**config.mk**
```make
export PLATFORM = sky130hd
export DESIGN_NAME = dmem_ctrl
export DESIGN_NICKNAME = d
export VERILOG_FILES = /design/src/rtl/dmem_ctrl.sv
export SDC_FILE = /design/constraint.sdc
export NUM_CORES = 1
export LEC_CHECK = 0
export ABC_AREA = 0
export CORE_AREA = 2 2 116 118
export DETAILED_ROUTE_END_ITERATION = 8
export DIE_AREA = 0 0 118 120
export GPL_ROUTABILITY_DRIVEN = 0
export MAX_ROUTING_LAYER = met4
export PLACE_DENSITY_LB_ADDON = 0.1
export SYNTH_ARGS = -nofsm -noshare
export SYNTH_HDL_FRONTEND = slang
export SYNTH_SLANG_ARGS = --single-unit
```
**constraint.sdc**
```tcl
create_clock -name clk -period 6 [get_ports clk]
set_input_delay 0.9 -clock clk [delete_from_list [all_inputs] [get_ports clk]]
set_output_delay 0.9 -clock clk [all_outputs]
set_load 0.01 [all_outputs]
```
**src/rtl/dmem_ctrl.sv**
```systemverilog
// Round-robin two-port sequencer for a word-wide data memory.
// Sub-word stores are read-modify-write cycles. Load data is sign- or zero-extended and returned with a one-cycle ack.
module dmem_ctrl #(
    parameter int ADDR_W = 10,
    parameter int DEPTH  = 1001
) (
    input  logic              clk,
    input  logic              rst,
    input  logic              a_req,
    input  logic              a_we,
    input  logic [1:0]        a_size,
    input  logic              a_uns,
    input  logic [ADDR_W+1:0] a_addr,
    input  logic [31:0]       a_wdata,
    output logic              a_ack,
    output logic              a_err,
    output logic [31:0]       a_rdata,
    input  logic              b_req,
    input  logic              b_we,
    input  logic [1:0]        b_size,
    input  logic              b_uns,
    input  logic [ADDR_W+1:0] b_addr,
    input  logic [31:0]       b_wdata,
    output logic              b_ack,
    output logic              b_err,
    output logic [31:0]       b_rdata,
    output logic              busy,
    output logic [ADDR_W-1:0] mem_addr,
    output logic [31:0]       mem_wdata,
    output logic              mem_we,
    output logic              mem_re,
    input  logic [31:0]       mem_rdata
);

    typedef enum logic [2:0] {IDLE, RD, RDW, WR, RESP} state_t;

    state_t            state;
    logic              last_b;
    logic              gnt_b;
    logic              we;
    logic              uns;
    logic              err;
    logic [1:0]        size;
    logic [ADDR_W+1:0] addr;
    logic [31:0]       wdata;
    logic [31:0]       rd_word;

    logic              sel_b;
    logic              sel_we;
    logic              sel_uns;
    logic              sel_err;
    logic [1:0]        sel_size;
    logic [ADDR_W+1:0] sel_addr;
    logic [31:0]       sel_wdata;
    logic [31:0]       ld_word;

    function automatic logic [31:0] merge_word(input logic [31:0] old, input logic [31:0] wd,
                                               input logic [1:0] sz, input logic [1:0] lo);
        logic [31:0] r;
        r = old;
        if (sz == 2'b00) begin
            case (lo)
                2'd0:    r[7:0]   = wd[7:0];
                2'd1:    r[15:8]  = wd[7:0];
                2'd2:    r[23:16] = wd[7:0];
                default: r[31:24] = wd[7:0];
            endcase
        end else if (sz == 2'b01) begin
            if (lo[1]) r[31:16] = wd[15:0];
            else       r[15:0]  = wd[15:0];
        end else begin
            r = wd;
        end
        return r;
    endfunction

    function automatic logic [31:0] extract_word(input logic [31:0] w, input logic [1:0] sz,
                                                 input logic [1:0] lo, input logic zx);
        logic [7:0]  b;
        logic [15:0] h;
        case (lo)
            2'd0:    b = w[7:0];
            2'd1:    b = w[15:8];
            2'd2:    b = w[23:16];
            default: b = w[31:24];
        endcase
        h = lo[1] ? w[31:16] : w[15:0];
        case (sz)
            2'b00:   return {{24{b[7] & ~zx}}, b};
            2'b01:   return {{16{h[15] & ~zx}}, h};
            default: return w;
        endcase
    endfunction

    // Grant selection: on a tie, serve whichever port was not served last.
    always_comb begin
        sel_b     = b_req && (!a_req || !last_b);
        sel_we    = sel_b ? b_we    : a_we;
        sel_size  = sel_b ? b_size  : a_size;
        sel_uns   = sel_b ? b_uns   : a_uns;
        sel_addr  = sel_b ? b_addr  : a_addr;
        sel_wdata = sel_b ? b_wdata : a_wdata;
        sel_err   = (sel_size == 2'b11)
                 || (sel_size == 2'b01 && sel_addr[0])
                 || (sel_size == 2'b10 && sel_addr[1:0] != 2'b00)
                 || (int'(sel_addr[ADDR_W+1:2]) >= DEPTH);
    end

    always_ff @(posedge clk) begin
        if (rst) begin
            state  <= IDLE;
            last_b <= 1'b0;
            gnt_b  <= 1'b0;
            we     <= 1'b0;
            uns    <= 1'b0;
            err    <= 1'b0;
            size   <= 2'b00;
            addr   <= '0;
        end else begin
            case (state)
                IDLE: begin
                    if (a_req || b_req) begin
                        gnt_b <= sel_b;
                        we    <= sel_we;
                        size  <= sel_size;
                        uns   <= sel_uns;
                        addr  <= sel_addr;
                        wdata <= sel_wdata;
                        err   <= sel_err;
                        if (sel_err)                         state <= RESP;
                        else if (sel_we && sel_size == 2'b10) state <= WR;
                        else                                 state <= RD;
                    end
                end
                RD:  state <= RDW;
                RDW: begin
                    rd_word <= mem_rdata;
                    state   <= we ? WR : RESP;
                end
                WR:  state <= RESP;
                RESP: begin
                    last_b <= gnt_b;
                    state  <= IDLE;
                end
                default: state <= IDLE;
            endcase
        end
    end

    assign ld_word   = extract_word(rd_word, size, addr[1:0], uns);
    assign busy      = (state != IDLE);
    assign mem_re    = (state == RD);
    assign mem_we    = (state == WR);
    assign mem_addr  = addr[ADDR_W+1:2];
    assign mem_wdata = mem_we ? merge_word(rd_word, wdata, size, addr[1:0]) : 32'd0;

    assign a_ack   = (state == RESP) && !gnt_b;
    assign b_ack   = (state == RESP) && gnt_b;
    assign a_err   = a_ack && err;
    assign b_err   = b_ack && err;
    assign a_rdata = (a_ack && !err && !we) ? ld_word : 32'd0;
    assign b_rdata = (b_ack && !err && !we) ? ld_word : 32'd0;

endmodule

```
* Word level (Yosys, flattened, before mapping)
Cells that the tools add are included.
** Storage, ports and cells
- Register bits :: 86
- Bits of input ports :: 132
- Output and inout bits :: 113
** Cells by class
- Bitwise logic cells :: 4
- Mux-type cells :: 24
- Reduce and logical (&&, ||, !) cells :: 31
- Eq/ne operators :: 11
- Magnitude comparators :: 1
** Operators by type and width (number)
- $mux 32 :: 6
- $pmux 32 s2 :: 1
- $mux 16 :: 3
- $mux 8 :: 4
- $pmux 8 s3 :: 1
- $logic_and 1x1->1 :: 12
- $mux 12 :: 1
- $pmux 3 s4 :: 1
- $ge 10x10->1 const B :: 1
- $mux 3 :: 3
- $eq 2x1->1 const B :: 3
- $eq 2x2->1 const B :: 3
- $eq 3x2->1 const B :: 2
- $logic_not 1->1 :: 5
- $logic_or 1x1->1 :: 5
- $logic_not 2->1 :: 2
- $mux 2 :: 2
- $reduce_and 2->1 :: 2
- $eq 3x1->1 const B :: 1
- $eq 3x3->1 const B :: 1
- $logic_not 3->1 :: 1
- $reduce_and 3->1 :: 1
- $reduce_bool 3->1 :: 1
- $reduce_or 3->1 :: 1
- 5 further kinds :: 8

* Depth between registers and ports, before layout
Gate-level depths: netlist of the first run.
- Word-level depth :: 12
- Mapped depth :: 7
- Depth with buffers taken out :: 4

* Least setup slack after synthesis of the first run
OpenSTA, ideal clock, no wires.
- Kind :: input to register
- From :: in a_req
- To :: reg wdata[0] (enable)
- Setup slack :: 1.009 ns
- Path buffers :: 0
- Arrival time :: 4.471 ns
- Setup time :: 0.520 ns
- Stages on the path :: 2
- Data required time :: 5.480 ns
- Path through :: nor2_1 nor4b_1
** Between the ends
- Longest elaborated chain between the ends :: 2
** Ends and longest elaborated chain
- from (decl) :: line 9 : input logic a_req,
- $logic_or 1x1->1 :: line 122 : if (a_req || b_req) begin
- $reduce_and 3->1 (no source line)
- to (signal assigned) :: line 128 : wdata <= sel_wdata;
- to (decl) :: line 45 : logic [31:0] wdata;
No other way between the ends.
A chain may end at the register's enable or synchronous reset.

* Worst setup path in the final report of the first run
- From :: reg size[1]
- To :: out b_rdata[16]
** Between the ends
- Longest elaborated chain between the ends :: 3
- Elaborated cells between the ends (all ways) :: 4
- Those cells by class :: eq/ne: 1; mux: 2; reduce/logical: 1
** Ends and longest elaborated chain
- from (decl) :: line 43 : logic [1:0] size;
- from (signal assigned) :: line 125 : size <= sel_size;
- $eq 2x1->1 / $logic_not 2->1 (equally long branches) :: line 88 : case (sz)
- $pmux 32 s2 (*) :: line 88
- $mux 32 (*) :: line 162 : assign b_rdata = (b_ack && !err && !we) ? ld_word : 32'd0;
- to (decl) :: line 26 : output logic [31:0] b_rdata,
Every way passes the cells marked *; elsewhere a longest branch is shown, timed or not.

==> results.py, run 1 <==
metrics = {
    "outcome": {
        "outcome": "finished, final reports clean",
    },
    "sta": {
        "rsz0062_at_grt": "no",
        "period_minus_slack_ps": 4360,
        "holdWs_ps": 502,
        "max_freq_mhz": 229,
        "relSlewSlack": 0.351,
        "hold_violations": 0,
        "report.final.slew_viol_count": 0,
        "tns_ps": 0,
        "finalSetupViolations": 0,
        "finalClockSkew_ps": 3.21,
        "worstMarginPinSlew_ps": 972,
        "period_share": 0.727,
    },
    "logic_synthesis": {
        "yosysWarnings": 0,
        "syn_avg_cell_area_sq_um": 9.91,
        "synth_top_area_frac": 0.362,
        "synthCells": 536,
        "synth_top_area_cell": "edfxtp_1",
        "yosysSeqAreaShare": 0.445,
        "syn-cell-area_sq_mm": 0.00531,
        "synthDistinctLibCells": 50,
        "async_reset_ff_frac": 0,
        "synth_edf_count": 64,
        "synthTopCellsByArea": "edfxtp_1, nor2_1, dfxtp_1, mux2_2, mux2i_1",
        "synth_flop_cell": "edfxtp_1",
        "ys_seq_elements": 86,
        "syn_nets": 668,
    },
    "drt": {
        "avgViaCountPerCell": 5.55,
        "drtAntennaViolNets": 0,
        "wl_per_cell_um": 19.1,
        "drt-pass1-iter-count": 5,
        "vias": 5148,
        "drt-total-wl_um": 17700,
        "drtIter0Drc": 257,
        "route.detailed.drc": 0,
    },
    "clock_network": {
        "clkSinkCount": 86,
        "path_clk_slew_ps": 60,
        "root_buffer": "clkbuf_16",
        "cts_tree": "built",
        "cts.htree.levels": 3,
        "hold_buffers": 0,
        "post-cts-setup-buffers": 0,
        "cts_resized": 0,
        "clock_path_buffers": 2,
        "clk_latency_ps": 340,
        "cts_buffers": 9,
    },
    "pwr": {
        "p_clk_frac": 0.292,
        "power.density_mw_per_mm2": 250,
        "comb_power_share": 0.320,
        "p_leak_nw": 2.90,
        "ir_drop_mv": 0.164,
        "p_switching_mw": 0.634,
        "p_seq_frac": 0.387,
        "p_sw_frac": 0.314,
        "p_int_mw": 1.39,
    },
    "critical_path": {
        "r2r-end": "err$_SDFFE_PP0P_",
        "cp-start-kind": "register",
        "crit_type": "register to primary output",
        "rr_worst_depth": 5,
        "critPathRequiredTime_ps": 5100,
        "cp-end-kind": "primary output",
        "r2r_setup_slack_ps": 4090,
        "reg2reg_from": "last_b$_SDFFE_PP0N_",
        "cp_max_fo": 56,
        "crit_arrival_ps": 3460,
    },
    "floorplanning": {
        "die_height_um": 120,
        "die_w_um": 118,
        "rows": 42,
        "boundaryPins": 245,
        "initial_core_util": 0.409,
        "coreArea_sq_mm": 0.0130,
        "die_area_sq_mm": 0.0142,
    },
    "place": {
        "place_hpwl_um": 13500,
        "portBuffers": 244,
    },
    "global_routing": {
        "grt_overflow_total": 0,
        "grt_use_total": 0.251,
        "grt_max_degree": 57,
        "antenna_found_initial": 0,
        "grt_pass1_vias": 4860,
        "grt_pass1_wl_um": 26800,
    },
    "final_layout": {
        "drive_gt1_frac": 0.0985,
        "syn2layout_area_growth_pct": 52.4,
        "antennaDiodeCount": 0,
        "layout_common_cells": "clkdlybuf4s50_1, nor2_1, edfxtp_1, mux2i_1, mux2_2",
        "layout.nets": 879,
        "layout.cells.most_common": "clkdlybuf4s50_1",
    },
    "hold_path": {
        "min_delay_worst_endpoint": "addr[10]$_SDFFE_PP0P_",
        "hp-start": "addr[10]$_SDFFE_PP0P_",
        "hold_path_depth": 2,
        "hold_class": "register to register",
    },
    "run": {
        "maxCapViolCount": 0,
    },
}
==> sequential cells by signal, summed over array words and instances, names as in the netlist <==
name	cells
state	3
err	1
last_b	1
addr	12
size	2
gnt_b	1
uns	1
we	1
wdata	32
rd_word	32
==> synthesized netlist by cell type (13+ instances only) <==
cell type,count
a211oi_1,24
a21oi_1,15
buf_2,17
clkbuf_1,20
dfxtp_1,22
edfxtp_1,64
inv_1,13
mux2_2,32
mux2i_1,34
nor2_1,130
nor3_1,13
o21ai_0,19
o221ai_1,17
==> cell type report <==
type | instances | area (sq um)
Clock buffer | 9 | 225
Clock inverter | 6 | 86.3
Fill cell | 1125 | 4890
Inverter | 14 | 52.6
Multi-Input combinational cell | 385 | 2650
Sequential cell | 86 | 2360
Tap cell | 176 | 220
Timing Repair Buffer | 251 | 2490
==> kinds of logic after synthesis <==
| family | count (synthesis) | share of synthesized area |
|---|---|---|
| simple gates | 198 | 0.173 |
| compound gates | 113 | 0.156 |
| flops | 86 | 0.445 |
| buf+inv | 65 | 0.0606 |
| mux | 74 | 0.166 |
==> critical path, cell delays in order (launching register included) <==
cell and delay [ps]:
dfxtp_1 300, buf_4 220, inv_2 740, o21ai_0 430
o221ai_2 750, nor2_1 150, clkdlybuf4s50_1 520
==> routing by layer <==
layer | global-route usage | wire (um) | vias up
met5 | - | 0 | -
met3 | 0.0637 | 1570 | 24
li1 | - | - | 2410
met4 | 0.0700 | 317 | 0
met2 | 0.399 | 8330 | 289
met1 | 0.320 | 7470 | 2425
==> power groups by stage <==
stage / sequential, mW / clock, mW / combinational, mW
after detailed placement: 0.793 / 0 / 0.645
after CTS: 0.781 / 0.603 / 0.648
final: 0.783 / 0.592 / 0.648
after floorplan: 0.762 / 0 / 0.424
after global placement: 0.791 / 0 / 0.634
after global routing: 0.790 / 0.623 / 0.701
==> worst max-delay path by stage <==
stage | from | to | slack (ps) | cells past startpoint
2_1_floorplan | a_req | wdata[0]$_DFFE_PP_ | 1010 | 2
3_3_place_gp | addr[0]$_SDFFE_PP0P_ | mem_wdata[17] | 2090 | 5
3_5_place_dp | size[1]$_SDFFE_PP0P_ | b_rdata[16] | 1990 | 6
4_1_cts | size[1]$_SDFFE_PP0P_ | b_rdata[16] | 1610 | 6
5_1_grt | size[1]$_SDFFE_PP0P_ | b_rdata[16] | 1380 | 6
6_report | size[1]$_SDFFE_PP0P_ | b_rdata[16] | 1640 | 6
==> stage by stage <==
stage	setup WS (ps)	instances	cell area, sq um	total power [mW]	util
2_1_floorplan	1010	536	5310	1.19	-
3_3_place_gp	2090	912	7780	1.42	0.599
3_5_place_dp	1990	912	7780	1.44	0.599
4_1_cts	1610	927	8090	2.03	0.623
5_1_grt	1380	927	8090	2.11	0.623
6_report	1640	927	8090	2.02	0.623
Power figures use the tool's default switching activity.
==> run 2, diff against run 1 <==
clock period = 4.45 ns   (was 6 ns; I/O delays follow)
==> results.py, run 2 (synthesis gave the netlist of run 1 again) <==
metrics = {
    "pwr": {
        "total_power_mw": 2.64,
        "power.density_mw_per_mm2": 326,
        "p_leak_nw": 2.91,
        "ir_drop_mv": 0.160,
    },
    "sta": {
        "fin_ws_ps": 639,
        "rsz0062_at_grt": "no",
        "hold_violations": 0,
        "report.final.slew_viol_count": 0,
        "max_freq_mhz": 262,
        "period_share": 0.856,
        "worstMarginPinSlew_ps": 982,
        "tns_ps": 0,
        "finalClockSkew_ps": 5.54,
        "period_minus_slack_ps": 3810,
        "finalSetupViolations": 0,
        "relSlewSlack": 0.343,
    },
    "clock_network": {
        "path_clk_slew_ps": 60,
        "root_buffer": "clkbuf_16",
        "clkSinkCount": 86,
        "cts_tree": "built",
        "cts_buffers": 9,
        "post-cts-setup-buffers": 0,
        "cts_resized": 0,
        "hold_buffers": 0,
        "clk_latency_ps": 340,
        "cts.htree.levels": 3,
        "clock_path_buffers": 2,
    },
    "final_layout": {
        "drive_gt1_frac": 0.0993,
        "layout.nets": 882,
        "layout_common_cells": "clkdlybuf4s50_1, nor2_1, edfxtp_1, mux2i_1, mux2_2",
        "fin_area_sq_mm": 0.00810,
        "largest_registers": "rd_word x32, wdata x32, addr x12",
        "layout.cells.most_common": "clkdlybuf4s50_1",
        "final_util": 0.624,
        "fill_cells": 1125,
        "syn2layout_area_growth_pct": 52.5,
        "antennaDiodeCount": 0,
    },
    "critical_path": {
        "cp_max_fo": 13,
        "critPathRequiredTime_ps": 3780,
        "crit_arrival_ps": 3140,
        "reg2reg_from": "last_b$_SDFFE_PP0N_",
        "cp-end-kind": "primary output",
        "crit_type": "register to primary output",
        "startpoint": "addr[0]$_SDFFE_PP0P_",
        "cp-start-kind": "register",
    },
    "drt": {
        "drt-pass1-iter-count": 5,
        "vias": 5054,
        "drt-total-wl_um": 17900,
        "avgViaCountPerCell": 5.43,
        "route.detailed.drc": 0,
        "drtIter0Drc": 231,
        "wl_per_cell_um": 19.2,
        "drtAntennaViolNets": 0,
    },
    "run": {
        "maxCapViolCount": 0,
    },
    "global_routing": {
        "grt_use_total": 0.255,
        "grt_pass1_wl_um": 27300,
        "grt_overflow_total": 0,
        "grt_pass1_vias": 5021,
        "grt_max_degree": 48,
        "antenna_found_initial": 0,
    },
    "outcome": {
        "outcome": "finished, final reports clean",
    },
    "floorplanning": {
        "rows": 42,
        "die_height_um": 120,
        "die_area_sq_mm": 0.0142,
        "die_w_um": 118,
        "boundaryPins": 245,
        "initial_core_util": 0.409,
        "coreArea_sq_mm": 0.0130,
    },
    "place": {
        "dp_slack_ps": 1060,
        "place_hpwl_um": 13800,
        "portBuffers": 244,
        "post_dp_cell_area_sq_mm": 0.00783,
    },
    "hold_path": {
        "hp-start": "addr[2]$_SDFFE_PP0P_",
        "hold_class": "register to register",
    },
}
run 2: cell types whose count changed in the layout (fill, tap and decap cells not counted), sizes merged:
cell	delta
bufinv	-2
clkbuf	+1
buf	+3
clkinv	+3
clkinvlp	-1
run 2: worst max-delay path, cell delays in order (launching register included):
cell	delay, ps
dfxtp_1	300
buf_4	230
nor2b_1	570
nand2b_1	610
mux2i_1	160
a211oi_1	330
clkdlybuf4s50_1	600
run 2: through the flow:
stage	cells	hold slack (ps)
finish	931	501
CTS	931	505
floorplan	536	434
global placement	915	483
detailed placement	915	494
global route	931	530
run 2: cell type report:
cell class / instances / area (sq um) / area share
sequential: 86 / 2360 / 0.292
inverter: 14 / 52.6 / 0.00649
clock buffer: 10 / 229 / 0.0283
tap: 176 / 220 / 0.0272
clock inverter: 6 / 37.5 / 0.00463
multi-input combinational: 385 / 2670 / 0.329
timing repair buffer: 254 / 2530 / 0.312
run 2: worst paths after layout:
| kind | end | depth (start not counted) | slack (ps) |
|---|---|---|---|
| worst max register to register | wdata[15]$_DFFE_PP_ | 3 | 2540 |
| worst min register to register | addr[2]$_SDFFE_PP0P_ | 2 | 500 |
| worst min-delay path | addr[2]$_SDFFE_PP0P_ | 2 | 500 |
| worst max-delay path | mem_wdata[17] | 6 | 640 |
run 2: metal layers:
| layer | vias to the layer above | routed length [um] | GRT usage |
|---|---|---|---|
| met5 | - | 0 | - |
| li1 | 2427 | - | - |
| met3 | 31 | 1370 | 0.0437 |
| met2 | 280 | 8230 | 0.404 |
| met4 | 0 | 410 | 0.0949 |
| met1 | 2316 | 7880 | 0.331 |
run 2: power breakdown:
group / switching, mW / internal (mW)
sequential: 0.0754 / 0.961
clock: 0.315 / 0.377
combinational: 0.475 / 0.433
